===== config.mk =====
export PLATFORM = sky130hd
export DESIGN_NAME = dcache_refill_ctrl
export DESIGN_NICKNAME = d
export VERILOG_FILES = /design/src/rtl/dmem_pkg.sv /design/src/rtl/dmem_line_array.sv /design/src/rtl/dcache_refill_ctrl.sv
export SDC_FILE = /design/constraint.sdc
export NUM_CORES = 2
export LEC_CHECK = 0
export ABC_AREA = 0
export CAP_MARGIN = 20
export CORE_ASPECT_RATIO = 0.7
export CORE_MARGIN = 2
export CORE_UTILIZATION = 45
export CTS_BUF_LIST = sky130_fd_sc_hd__clkbuf_8
export DETAILED_ROUTE_END_ITERATION = 10
export PLACE_DENSITY = 0.6
export RECOVER_POWER = 25
export SYNTH_ARGS = -nofsm -noshare
export SYNTH_HDL_FRONTEND = slang
export SYNTH_SLANG_ARGS = --single-unit

===== constraint.sdc =====
create_clock -name clk -period 2.2 [get_ports clk]
set_input_delay 0.22 -clock clk [delete_from_list [all_inputs] [get_ports clk]]
set_output_delay 0.22 -clock clk [all_outputs]
set_load 0.03 [all_outputs]

===== src/rtl/dmem_pkg.sv =====
// Shared definitions for the data-cache refill controller: opcodes, tag layout, FSM states.
package dmem_pkg;

  localparam logic [6:0] OP_LDB = 7'h10;
  localparam logic [6:0] OP_LDW = 7'h11;
  localparam logic [6:0] OP_STB = 7'h12;
  localparam logic [6:0] OP_STW = 7'h13;
  localparam logic [6:0] OP_NOP = 7'h3F;

  localparam int unsigned TAG_W         = 9;
  localparam int unsigned TAG_VALID     = 0;
  localparam int unsigned TAG_LINE_LSB  = 2;
  localparam int unsigned TAG_LINE_MSB  = 4;
  localparam int unsigned TAG_AGE_LSB   = 5;
  localparam int unsigned TAG_AGE_MSB   = 7;
  localparam int unsigned LINE_W        = 128;

  typedef enum logic [1:0] {
    IDLE,
    WAIT,
    FILL
  } state_e;

  function automatic logic is_load(input logic [6:0] op);
    return (op == OP_LDB) || (op == OP_LDW);
  endfunction

  // Fresh fill: valid set, age cleared, line index in its field, spare bits zero.
  function automatic logic [TAG_W-1:0] make_tag(input logic [2:0] line);
    logic [TAG_W-1:0] t;
    t = '0;
    t[TAG_VALID] = 1'b1;
    t[TAG_LINE_MSB:TAG_LINE_LSB] = line;
    t[TAG_AGE_MSB:TAG_AGE_LSB] = 3'b000;
    return t;
  endfunction

endpackage


===== src/rtl/dmem_line_array.sv =====
// 32x32-bit backing store: one word write port, one combinational 128-bit line read port.
module dmem_line_array
  import dmem_pkg::*;
(
  input  logic              clk,
  input  logic              rst,
  input  logic              we_i,
  input  logic [4:0]        waddr_i,
  input  logic [31:0]       wdata_i,
  input  logic [2:0]        ridx_i,
  output logic [LINE_W-1:0] rline_o
);

  logic [31:0] mem_q [32];

  always_ff @(posedge clk) begin
    if (rst) begin
      for (int unsigned i = 0; i < 32; i++) begin
        mem_q[i] <= 32'(i);
      end
    end else if (we_i) begin
      mem_q[waddr_i] <= wdata_i;
    end
  end

  always_comb begin
    rline_o = '0;
    for (int unsigned k = 0; k < 4; k++) begin
      rline_o[32*k +: 32] = mem_q[{ridx_i, 2'(k)}];
    end
  end

endmodule


===== src/rtl/dcache_refill_ctrl.sv =====
// Data-cache refill controller: captures load misses, waits MEM_LATENCY cycles,
// then presents a one-cycle registered line fill; stores write through to backing memory.
module dcache_refill_ctrl
  import dmem_pkg::*;
#(
  parameter int unsigned MEM_LATENCY = 4
) (
  input  logic              clk,
  input  logic              rst,
  input  logic [6:0]        mem_op,
  input  logic              dcache_miss,
  input  logic [4:0]        miss_addr,
  input  logic              st_valid,
  input  logic [4:0]        st_addr,
  input  logic [31:0]       st_data,
  output logic              wdcache,
  output logic [LINE_W-1:0] wdcacheline,
  output logic [TAG_W-1:0]  wdcachetag,
  output logic              busy
);

  localparam logic [3:0] CNT_INIT = 4'(MEM_LATENCY - 1);

  state_e              state_q, state_d;
  logic [3:0]          cnt_q, cnt_d;
  logic [2:0]          line_q, line_d;
  logic                wdcache_q, wdcache_d;
  logic [LINE_W-1:0]   wline_q, wline_d;
  logic [TAG_W-1:0]    wtag_q, wtag_d;
  logic [LINE_W-1:0]   rd_line;
  logic [LINE_W-1:0]   merged_line;

  dmem_line_array u_array (
    .clk     (clk),
    .rst     (rst),
    .we_i    (st_valid),
    .waddr_i (st_addr),
    .wdata_i (st_data),
    .ridx_i  (line_q),
    .rline_o (rd_line)
  );

  // The array read shows pre-store contents this cycle, so a same-cycle store
  // into the captured line is forwarded here to keep the fill current.
  always_comb begin
    merged_line = rd_line;
    for (int unsigned k = 0; k < 4; k++) begin
      if (st_valid && (st_addr == {line_q, 2'(k)})) begin
        merged_line[32*k +: 32] = st_data;
      end
    end
  end

  always_comb begin
    state_d   = state_q;
    cnt_d     = cnt_q;
    line_d    = line_q;
    wdcache_d = 1'b0;
    wline_d   = wline_q;
    wtag_d    = wtag_q;
    unique case (state_q)
      IDLE: begin
        if (dcache_miss && is_load(mem_op)) begin
          line_d  = miss_addr[4:2];
          cnt_d   = CNT_INIT;
          state_d = WAIT;
        end
      end
      WAIT: begin
        if (cnt_q == 4'd0) begin
          state_d   = FILL;
          wdcache_d = 1'b1;
          wline_d   = merged_line;
          wtag_d    = make_tag(line_q);
        end else begin
          cnt_d = cnt_q - 4'd1;
        end
      end
      FILL: begin
        state_d = IDLE;
      end
      default: state_d = IDLE;
    endcase
  end

  always_ff @(posedge clk) begin
    if (rst) begin
      state_q   <= IDLE;
      cnt_q     <= '0;
      line_q    <= '0;
      wdcache_q <= 1'b0;
      wline_q   <= '0;
      wtag_q    <= '0;
    end else begin
      state_q   <= state_d;
      cnt_q     <= cnt_d;
      line_q    <= line_d;
      wdcache_q <= wdcache_d;
      wline_q   <= wline_d;
      wtag_q    <= wtag_d;
    end
  end

  assign wdcache     = wdcache_q;
  assign wdcacheline = wline_q;
  assign wdcachetag  = wtag_q;
  assign busy        = (state_q != IDLE);

endmodule


==> impl_metrics.py <==
metrics = {
    "worst_hold_path": {
        "hold_path_depth": 3,
        "holdPathEnd": "u_array.mem_q[11][6]",
        "hp-class": "in2reg",
        "holdCritStartpoint": "st_data[6]",
    },
    "global_route": {
        "grt_first_pass_wirelength_um": 203000,
        "gr-total-overflow": 0,
        "grt_pass1_vias": 31587,
        "antenna_found_initial": 5,
        "grt_use_total_pct": 23.1,
        "grt_max_degree": 58,
    },
    "timing": {
        "hold_viol": 0,
        "fmaxAchievable_mhz": 467,
        "setup_violations": 0,
        "post-route-period-util_pct": 97.4,
        "setup_tns_ns": 0,
        "relSlewSlack_pct": 33.7,
        "tightest_slew_ns": 0.994,
        "finalWorstSetupSlack_ns": 0.0578,
        "finClkSkew_ns": 0.0225,
        "whs_ns": 0.105,
        "period_needed_ns": 2.14,
        "rsz0062_at_grt": "yes",
        "maxSlewViolCount": 0,
    },
    "cells_and_area": {
        "multi_input_area_sq_um": 16800,
        "n_fill_cell": 9418,
        "fin_cells": 5438,
        "syn_to_final_growth_pct": 16.5,
        "drive_above_1_share_pct": 20.3,
        "regArea_sq_um": 33600,
        "fin_nets": 3805,
    },
    "outcome": {
        "status": "completed",
    },
    "setup_path": {
        "cp.arrival_ns": 2.89,
        "r2r_end": "wdcacheline[16]",
        "path_cells": "buf_12, buf_12, mux4_2, mux2i_1, nand2_1, a22o_1",
        "crit_fanout": 17,
        "max_stage_delay_ns": 0.57,
        "rr_startpoint": "line_q[0]",
        "reg2reg_depth": 6,
        "critPathBufInv": 2,
        "r2r_slack_ns": 0.06,
        "worst-path-stages": 6,
        "crit_slowest_cell": "mux4_2",
        "critPathLaunchType": "register",
        "end_kind": "register",
        "critPathKind": "reg2reg",
        "path_delay_family": "multiplexers",
        "worst_path_most_repeated_cell": "buf_12",
        "cp.required_ns": 2.94,
    },
    "logic_synthesis": {
        "synth_top_family_by_area": "simple AND/OR/NAND/NOR gates",
        "ys_seq_area_share_pct": 64.6,
        "synth_cells": 3472,
        "synth_adder_area_share_pct": 0.0241,
        "synthXorXnorAreaFrac_pct": 0.0842,
        "ys_ff_latch": 1166,
        "synth_compound_area_share_pct": 4.06,
        "yosys_warnings": 0,
        "postSynthAreaPerCell_sq_um": 15.0,
        "synthMuxAreaShare_pct": 13.7,
        "syn-cell-area_sq_um": 52000,
        "yosys.area_share.simple_pct": 14.4,
        "yosysUniqueCellTypes": 38,
    },
    "floorplan": {
        "rows": 104,
        "core-area_sq_um": 115000,
        "die_h_um": 288,
        "die_w_um": 410,
        "dieArea_sq_um": 118000,
        "io_pins": 192,
        "start_util_pct": 45.3,
    },
    "place": {
        "place_inst": 5100,
        "portBuffers": 183,
        "place_congestion": 0.818,
        "post-place-ws_ns": -0.228,
        "dp_hpwl_um": 84500,
    },
    "power_and_ir_drop": {
        "ir_worst_vdd_mv": 0.659,
        "p_leak_uw": 0.0213,
        "p_per_area_nw_per_um2": 738,
        "p_total_uw": 44700,
    },
    "route": {
        "drtPass1Iterations": 5,
        "vias": 29802,
        "drt_iter0_drc": 2493,
        "viasPerCell": 5.48,
        "wl_per_cell_um": 24.9,
        "drtAntennaViolNets": 0,
        "drcViolationCount": 0,
        "wl_um": 135000,
    },
    "clock_network": {
        "clkSlewWorstSetupHoldPaths_ns": 0.06,
        "cts.path.max_buffers": 3,
        "numCtsBuffers": 180,
        "root_buffer": "clkbuf_8",
        "htreeDepth": 4,
        "cts_tree": "done",
        "insertion_delay_ns": 0.87,
        "clock_sinks": 1166,
    },
    "job": {
        "maxCapViolCount": 0,
    },
}
==> cells in the final DEF (no fill, tap or decap), types with 33 or more instances in the layout <==
cell	n
a22o_1	128
and2_0	138
and2_1	807
buf_12	83
buf_4	153
clkbuf_8	193
clkdlybuf4s50_1	97
clkinv_1	33
dfxtp_1	139
dlygate4sd2_1	82
edfxtp_1	1024
inv_1	74
mux2i_1	126
mux4_2	256
nand2_1	130
nor2_1	39
o21a_1	128
or3_1	82
==> logic make-up after synthesis <==
logic type / count (synthesis)
flops: 1166
xor+xnor: 5
buf+inv: 388
other cells: 1
compound gates: 261
fa+ha+maj: 1
simple gates: 1261
mux: 389
==> worst max-delay path by stage <==
stage / start / endpoint
after floorplan: rst / u_array.mem_q[28][0]
after global placement: st_addr[4] / u_array.mem_q[18][26]
after detailed placement: st_addr[1] / wdcacheline[20]
after CTS: wdcacheline[124] / wdcacheline[124]
after global routing: line_q[0] / wdcacheline[63]
final: line_q[0] / wdcacheline[16]
==> final cells by class <==
class	instances	share of cell area (%)
Sequential cell	1166	55.5
Multi-Input combinational cell	1922	27.8
Inverter	2	0.0124
Timing Repair Buffer	479	8.04
Clock inverter	134	1.07
Antenna cell	5	0.0207
Clock buffer	193	4.39
Tap cell	1537	3.18
==> timing repair <==
item,4_1_cts,5_1_grt
endpoints found under the setup margin,83,61
gates resized for setup,84,7
endpoints found under the hold margin,13,0
buffers inserted,0,3
hold buffers,3,0
pin swaps,0,2
==> through the flow <==
step	cell area [sq um]	util, %
detailed placement	57600	50.2
finish	60500	52.8
floorplan	52000	-
global route	60500	52.7
global placement	57600	50.2
CTS	60800	53.0
==> power by group <==
| group | switching, uW | internal [uW] | total (uW) |
|---|---|---|---|
| logic | 1500 | 921 | 2420 |
| clock network | 8490 | 8430 | 16900 |
| registers | 282 | 25100 | 25300 |
| total | 10300 | 34400 | 44700 |
==> flip-flops by register name, summed over array words and instances, names as in the netlist <==
register and count:
state_q 2, line_q 3, cnt_q 4, u_array.mem_q 1024, wdcachetag 4, wdcache 1, wdcacheline 128
==> tightest hold or removal path: stages <==
cell    delay [ns]
buf_2         0.10
buf_4         0.25
and2_0        0.21
==> cell usage after synthesis <==
master     instances  share of area, %
a21oi_1            2             0.019
or3b_1             1             0.017
nor3_2             2             0.039
and2_1           945                11
nand2_1          130              0.94
nor3_1             5             0.048
buf_4             18              0.26
nand4b_1           5             0.084
conb_1             1            0.0072
buf_2             37              0.36
nor2_1            43              0.31
nand2b_1           1             0.012
dfxtp_1          142               5.5
nand3b_1           3             0.043
clkbuf_2          22              0.21
a21o_1             1             0.014
or2_2             33              0.40
clkbuf_1         267               1.9
xor2_1             2             0.034
mux4_2           256                11
or4b_1             1             0.019
mux2i_1          133               2.6
or3_1             82              0.99
o21ai_0            1            0.0096
xnor2_1            3             0.051
a211oi_1           1             0.014
ha_1               1             0.024
or3b_2             2             0.034
nand4bb_1          3             0.065
buf_1             39              0.28
a22o_1           128               2.2
nor2b_1            1             0.012
nor2_4             1             0.022
nand3_1            3             0.029
buf_6              3             0.065
o21a_1           128               1.8
inv_1              2             0.014
edfxtp_1        1024                59
==> routing by layer <==
layer / part of all wire (%) / vias up / GRT usage, %
li1: - / 13283 / -
met1: 43 / 15383 / 31.6
met2: 50 / 936 / 39.0
met3: 5.7 / 200 / 3.15
met4: 2.0 / 0 / 6.77
met5: 0 / - / 0
No activity file was read; power rests on OpenSTA's default activity.
